## src/rtl/rx_serial_align_pkg.sv

```systemverilog
// Shared PHY constants for the serial link: the idle/alignment byte, the
// number of consecutive aligned idle bytes needed for lock, and the receive
// alignment state encoding. The transmit-side serializer uses the same package.
package rx_serial_align_pkg;

  localparam logic [7:0]  COMMA_DEFAULT    = 8'hBC;
  localparam int unsigned BC_COUNT_DEFAULT = 4;

  typedef enum logic [1:0] {
    SEARCH = 2'd0,
    COUNT  = 2'd1,
    ACTIVE = 2'd2
  } align_state_t;

endpackage

```

## src/rtl/rx_serial_align_shift8.sv

```systemverilog
// Bit-rate shift register for the receive aligner.
//   clk_32f     : bit-rate clock, rising edge
//   reset_L     : asynchronous active-low reset, clears the history to zero
//   data_in     : serial bit, MSB of each byte first
//   sr_next     : the register contents after this edge, {sr[6:0], data_in}
//   comma_match : sr_next equals COMMA
// COMMA must be non-zero so the cleared register never looks like an idle byte.
module rx_shift8
  import rx_serial_align_pkg::*;
#(
  parameter logic [7:0] COMMA = COMMA_DEFAULT
) (
  input  logic       clk_32f,
  input  logic       reset_L,
  input  logic       data_in,
  output logic [7:0] sr_next,
  output logic       comma_match
);

  // The oldest bit of the 8-bit register is shifted out without ever being
  // read, so only the seven bits that feed sr_next are stored.
  logic [6:0] sr_hist;

  always_ff @(posedge clk_32f or negedge reset_L) begin
    if (!reset_L) begin
      sr_hist <= '0;
    end else begin
      sr_hist <= sr_next[6:0];
    end
  end

  assign sr_next     = {sr_hist, data_in};
  assign comma_match = (sr_next == COMMA);

endmodule

```

## src/rtl/rx_serial_align.sv

```systemverilog
// Serial receive byte aligner.
// Hunts bit by bit for COMMA, then requires BC_COUNT consecutive COMMA bytes on
// the same byte grid before locking. Once locked (sticky until reset), every
// non-COMMA byte is presented on data_out with valid_out high for one byte
// period; a COMMA byte drops valid_out and leaves data_out unchanged.
//   clk_32f   : bit-rate clock, rising edge
//   reset_L   : asynchronous active-low reset
//   data_in   : serial bit, MSB of each byte first
//   data_out  : last received non-COMMA byte, registered
//   valid_out : data_out holds a byte received in the current byte period
//   active    : byte alignment is locked
module rx_serial_align
  import rx_serial_align_pkg::*;
#(
  parameter logic [7:0]  COMMA    = COMMA_DEFAULT,
  parameter int unsigned BC_COUNT = BC_COUNT_DEFAULT
) (
  input  logic       clk_32f,
  input  logic       reset_L,
  input  logic       data_in,
  output logic [7:0] data_out,
  output logic       valid_out,
  output logic       active
);

  localparam int unsigned    CW      = $clog2(BC_COUNT + 1);
  localparam logic [CW-1:0]  BC_LAST = CW'(BC_COUNT - 1);

  align_state_t  state, state_nxt;
  logic [2:0]    bit_cnt, bit_cnt_nxt;
  logic [CW-1:0] bc_cnt, bc_cnt_nxt;
  logic [7:0]    data_nxt;
  logic          valid_nxt;
  logic          active_nxt;
  logic          boundary;
  logic [7:0]    sr_next;
  logic          comma_match;

  rx_shift8 #(.COMMA(COMMA)) u_shift8 (
    .clk_32f     (clk_32f),
    .reset_L     (reset_L),
    .data_in     (data_in),
    .sr_next     (sr_next),
    .comma_match (comma_match)
  );

  always_ff @(posedge clk_32f or negedge reset_L) begin
    if (!reset_L) begin
      state     <= SEARCH;
      bit_cnt   <= '0;
      bc_cnt    <= '0;
      data_out  <= '0;
      valid_out <= 1'b0;
      active    <= 1'b0;
    end else begin
      state     <= state_nxt;
      bit_cnt   <= bit_cnt_nxt;
      bc_cnt    <= bc_cnt_nxt;
      data_out  <= data_nxt;
      valid_out <= valid_nxt;
      active    <= active_nxt;
    end
  end

  always_comb begin
    state_nxt   = state;
    bit_cnt_nxt = bit_cnt;
    bc_cnt_nxt  = bc_cnt;
    data_nxt    = data_out;
    valid_nxt   = valid_out;
    active_nxt  = active;
    // bit_cnt==7 means this edge samples the last bit of a byte on the grid.
    boundary    = (bit_cnt == 3'd7);

    if (state != SEARCH) begin
      bit_cnt_nxt = bit_cnt + 3'd1;
    end

    unique case (state)
      SEARCH: begin
        if (comma_match) begin
          // The COMMA found by the hunt is the first of the group and fixes
          // the byte grid: the next boundary is eight edges from now.
          bc_cnt_nxt  = CW'(1);
          bit_cnt_nxt = '0;
          if (BC_COUNT <= 1) begin
            state_nxt  = ACTIVE;
            active_nxt = 1'b1;
          end else begin
            state_nxt = COUNT;
          end
        end else begin
          bc_cnt_nxt = '0;
        end
      end
      COUNT: begin
        if (boundary) begin
          if (comma_match) begin
            bc_cnt_nxt = bc_cnt + CW'(1);
            if (bc_cnt == BC_LAST) begin
              state_nxt  = ACTIVE;
              active_nxt = 1'b1;
            end
          end else begin
            state_nxt  = SEARCH;
            bc_cnt_nxt = '0;
          end
        end
      end
      ACTIVE: begin
        // Only grid-aligned bytes are examined, so COMMA-like bit patterns
        // straddling two bytes never disturb the lock.
        if (boundary) begin
          if (comma_match) begin
            valid_nxt = 1'b0;
          end else begin
            data_nxt  = sr_next;
            valid_nxt = 1'b1;
          end
        end
      end
      default: begin
        state_nxt = SEARCH;
      end
    endcase
  end

endmodule
```

## config.mk

```make
export PLATFORM = sky130hd
export DESIGN_NAME = rx_serial_align
export DESIGN_NICKNAME = d
export VERILOG_FILES = /design/src/rtl/rx_serial_align_pkg.sv /design/src/rtl/rx_serial_align_shift8.sv /design/src/rtl/rx_serial_align.sv
export SDC_FILE = /design/constraint.sdc
export NUM_CORES = 1
export LEC_CHECK = 0
export BUFFER_PORTS_ARGS = -buffer_cell sky130_fd_sc_hd__clkbuf_2
export CAP_MARGIN = 20
export CORE_MARGIN = 1.5
export CORE_UTILIZATION = 45
export CTS_BUF_LIST = sky130_fd_sc_hd__clkbuf_8
export DETAILED_ROUTE_END_ITERATION = 6
export PLACE_DENSITY = 0.63
export SYNTH_ARGS = -nofsm -noshare
export SYNTH_HDL_FRONTEND = slang
export SYNTH_SLANG_ARGS = --single-unit
```

## constraint.sdc

```tcl
create_clock -name clk_32f -period 2.2 [get_ports clk_32f]
set_clock_uncertainty 0.15 [all_clocks]
set_input_delay 0.11 -clock clk_32f [delete_from_list [all_inputs] [get_ports clk_32f]]
set_output_delay 0.11 -clock clk_32f [all_outputs]
set_load 0.01 [all_outputs]
```

=== After elaboration in Yosys (flattened, before gate mapping) ===
Cells that the tools add are included.

* Multiplexer cells: 13
* Reduce and logical (&&, ||, !) cells: 8
* $add $sub $neg: 2
* Bitwise gates (word level): 2
* Eq/ne operators: 8

{| class="wikitable"
|+ Operators with widths
! operator !! count
|-
| $mux W3 || 5
|-
| $eq A8 B8 Y1 const B || 1
|-
| $mux W2 || 4
|-
| $reduce_and A4 Y1 || 2
|-
| $add A3 B1 Y3 const B || 2
|-
| $pmux W2 S3 || 1
|-
| $pmux W3 S2 || 1
|-
| $ne A2 B2 Y1 const B || 2
|-
| $reduce_and A2 Y1 || 2
|-
| $reduce_bool A2 Y1 || 2
|-
| $eq A3 B2 Y1 const B || 1
|-
| $eq A3 B3 Y1 const B || 1
|-
| $ne A3 B3 Y1 const B || 1
|-
| $reduce_and A3 Y1 || 1
|-
| $eq A2 B1 Y1 const B || 1
|-
| $eq A2 B2 Y1 const B || 1
|-
| $logic_not A2 Y1 || 1
|-
| $mux W1 || 2
|-
| $not A1 Y1 || 2
|}

* Register bits: 25
* Word-level logic and storage cells: 40
* Input bits: 3
* Output and inout port bits: 10

=== Depth between registers and ports, before layout ===
* Depth in word-level cells: 5
* Mapped depth: 5
* Depth with buffers taken out: 5

=== Cells and area by module ===
From an unflattened synthesis, not the netlist that was laid out.

* Cells, all modules: 76
* Area, all modules: 1057.3 µm²

{| class="wikitable"
|+ Modules (own cells, without submodules)
! module !! instances !! area each (µm²) !! cells an instance !! sequential area each (µm²)
|-
| rx_serial_align || 1 || 849.6 || 65 || 450.4
|-
| rx_shift8 || 1 || 207.7 || 11 || 175.2
|}

=== Worst setup path before layout ===
Ideal clock, no wire load.

* Kind: register -> register
* Start point: reg bit_cnt[0]
* End point: reg data_out[0]
* Path slack: 0.533 ns
* Clock period less this slack: 1.667 ns
* Data arrival time: 1.392 ns
* Path buffers: 0
* Stages on the path, launching flop included: 6
* Cells stage by stage: dfrtp_1 -> ha_1 -> ha_1 -> nand3b_1 -> a21oi_4 -> mux2_2

* Word-level cells in the longest chain between the ends: 2

{| class="wikitable"
|+ RTL lines
! element !! line !! text
|-
| start, declared || rx_serial_align.sv:30 || <nowiki>logic [2:0] bit_cnt, bit_cnt_nxt;</nowiki>
|-
| start signal, assigned || rx_serial_align.sv:57 || <nowiki>bit_cnt <= bit_cnt_nxt;</nowiki>
|-
| $eq A3 B3 Y1 || rx_serial_align.sv:73 || <nowiki>boundary = (bit_cnt == 3'd7);</nowiki>
|-
| $reduce_and A3 Y1 (no line) || -- ||
|-
| end signal, assigned || rx_serial_align.sv:59 || <nowiki>data_out <= data_nxt;</nowiki>
|-
| end, declared || rx_serial_align.sv:21 || <nowiki>output logic [7:0] data_out,</nowiki>
|}

Every way passes these cells.
A chain may end at the register's enable or synchronous reset.

=== Worst setup path in the final report ===
* Start point: reg bit_cnt[0]
* End point: reg data_out[3]

The elaborated chain is that of the path after synthesis.

==> impl_metrics.yaml <==
synthesis:
  synth_top_area_frac: 0.629
  yosysUniqueCellTypes: 22
  async_flop_share: 1.00
  synthTopCellsByArea: "dfrtp_1, mux2_2, ha_1"
  synth-seq-cells: 25
  synth_top_area_cell: "dfrtp_1"
  synth_edf_count: 0
  synth_fp_nets: 81
  avgSynthCellArea_um2: 13.4
  synth_seq_area_share: 0.629
  yosysWarnings: 0
  syn_area_um2: 995
  synth_ff_type: "dfrtp_1"
  syn-instance-count: 74
place:
  portBuffers: 12
  pre_cts_slack_ns: 0.381
  gp_congestion: 0.679
  hpwlAfterDp_um: 1090
  postPlaceCellArea_um2: 1080
cts:
  cts_buffer_depth: 2
  cts_root_buf: "clkbuf_8"
  cts_buffers: 3
  path_clk_slew_ns: 0.09
  cts_resized: 0
  cts_tree: "yes"
  insertion_delay_ns: 0.27
  clock-sinks: 25
  cts_max_level: 1
timing:
  fin_setup_tns_ns: 0
  fin_crit_ns: 1.85
  setup_viol: 0
  hold_violations: 0
  tightest_slew_ns: 0.589
  max_freq_mhz: 541
  setup_ws_ns: 0.352
  slew_violations: 0
  max-slew-margin-rel: 0.607
  finalCritPeriodShare: 0.840
  rsz0062_at_grt: "no"
route:
  avgViaCountPerCell: 5.39
  drtIter0Drc: 5
  routedWlPerCell_um: 13.2
  vias: 631
  dr.pass1.iters: 4
  drt_wl_total_um: 1550
  drc_errors: 0
  postRouteAntennaNets: 0
critical_path:
  endpoint: "data_out[3]$_DFFE_PN0P_"
  crit_path_frequent_cell: "ha_1"
  reg2reg_slack_ns: 0.35
  critPathSlowestCell: "mux2_2"
  crit_path_max_fanout: 9
  r2r_start: "bit_cnt[0]$_DFF_PN0_"
  crit_chain: "ha_1 > ha_1 > nand3b_1 > a21oi_4 > mux2_2"
  cp-startpoint: "bit_cnt[0]$_DFF_PN0_"
  cp.required_ns: 2.21
  critPathKind: "reg2reg"
  end_kind: "flop"
  reg2reg_depth: 5
  arrival_ns: 1.86
  max_stage_delay_ns: 0.38
  crit_path_start_kind: "flop"
  r2r_end: "data_out[3]$_DFFE_PN0P_"
power_and_ir_drop:
  power.density_nw_per_um2: 764
  peakVddDrop_uv: 486
  power.total_uw: 877
  p_leak_nw: 0.565
die:
  die_h_um: 50.0
  initial_core_util: 0.492
  die_w_um: 50.0
  dieArea_um2: 2500
  core_um2: 2020
  ios: 13
  rows: 16
layout:
  stdcell_area_um2: 1150
  drive_gt1_frac: 0.311
  nets: 98
  area_delta_synth_final_pct: 15.3
  diodes: 0
global_routing:
  grt_overflow: 0
  antenna_found_initial: 0
  grt_pass1_wl_um: 2860
  grt_max_degree: 26
  grt_pass1_vias: 629
  grtUsageTotal: 0.158
flow_run:
  drv_cap: 0
status:
  status: "complete, no violations"
min_path:
  hp-class: "in2async"
==> timing repair <==
item                      4_1_cts  5_1_grt
buffers inserted                0        0
hold endpoints to repair       27        0
hold buffers                    2        0
==> Yosys cell counts (all sizes together) (2+ instances only) <==
| cell type | instances |
|---|---|
| a21oi | 2 |
| buf | 2 |
| ha | 4 |
| mux2 | 8 |
| dfrtp | 25 |
| o21ai | 10 |
| nor2 | 2 |
| nand2 | 4 |
| inv | 2 |
| a41o | 2 |
| nor2b | 3 |
==> sequential cells by signal, indices dropped and copies added (netlist names) <==
register	flops
data_out	8
u_shift8.sr_hist	7
bc_cnt	3
bit_cnt	3
state	2
active	1
valid_out	1
==> critical path, delay by kind of cell, from the launching register on <==
kind / cells / cell delay [ns]
flops: 1 / 0.37
fa+ha+maj: 2 / 0.36
simple gates: 1 / 0.17
compound gates: 1 / 0.31
mux: 1 / 0.38
==> power by group <==
part	leakage [nW]	internal [mW]	switching, mW
Sequential	0.316	0.489	0.0192
Clock	0.0217	0.128	0.146
Combinational	0.227	0.0400	0.0536
Total	0.565	0.658	0.219
==> cell families after synthesis <==
kind of cell,Yosys count,share of synthesized area
flip-flops,25,0.629
AO/OA/AOI/OAI,17,0.116
buffers and inverters,4,0.0176
AND/OR/NAND/NOR,16,0.0969
multiplexers,8,0.0906
adder cells (fa/ha/maj),4,0.0503
==> per-layer routing <==
layer / GRT usage / vias to the layer above / routed length, µm
met3: 0.0303 / 5 / 63
met1: 0.221 / 309 / 802
li1: - / 298 / -
met5: 0 / - / 0
met2: 0.226 / 19 / 634
met4: 0.0972 / 0 / 45
==> cell type report <==
cell class,count,area [µm²]
tap,27,33.8
sequential,25,626
clock buffer,3,41.3
fill,172,875
timing repair buffer,14,80.1
clock inverter,1,7.51
multi-input combinational,45,352
inverter,2,7.51
==> layout by cell type, fill, tap and decap left out, types with 2 or more instances in the layout <==
| cell | synthesis | routed |
|---|---|---|
| nor2b_1 | 3 | 3 |
| a41o_1 | 2 | 2 |
| o21ai_0 | 10 | 10 |
| nor2_1 | 2 | 2 |
| inv_1 | 2 | 2 |
| clkbuf_8 | 0 | 3 |
| mux2_2 | 8 | 8 |
| ha_1 | 4 | 4 |
| dfrtp_1 | 25 | 25 |
| nand2_1 | 4 | 4 |
| dlygate4sd3_1 | 0 | 2 |
| clkbuf_2 | 0 | 12 |
==> stage by stage <==
stage / hold slack (ns) / std cells / util
floorplan: -0.336 / 74 / -
global placement: -0.00191 / 111 / 0.533
detailed placement: -0.00113 / 111 / 0.533
CTS: 0.240 / 117 / 0.567
global route: 0.267 / 117 / 0.567
finish: 0.213 / 117 / 0.567
==> worst min-delay path by stage <==
| stage | startpoint | endpoint | slack [ns] | depth (start not counted) |
|---|---|---|---|---|
| finish | reset_L | bc_cnt[1]$_DFFE_PN0P_ | 0.21 | 2 |
| global route | u_shift8.sr_hist[3]$_DFF_PN0_ | u_shift8.sr_hist[4]$_DFF_PN0_ | 0.27 | 0 |
| CTS | reset_L | bc_cnt[1]$_DFFE_PN0P_ | 0.24 | 2 |
| detailed placement | reset_L | bc_cnt[1]$_DFFE_PN0P_ | -0.001 | 1 |
| global placement | reset_L | bc_cnt[1]$_DFFE_PN0P_ | -0.002 | 1 |
| floorplan | reset_L | active$_DFFE_PN0P_ | -0.34 | 0 |
No activity file was read; power rests on OpenSTA's default activity.
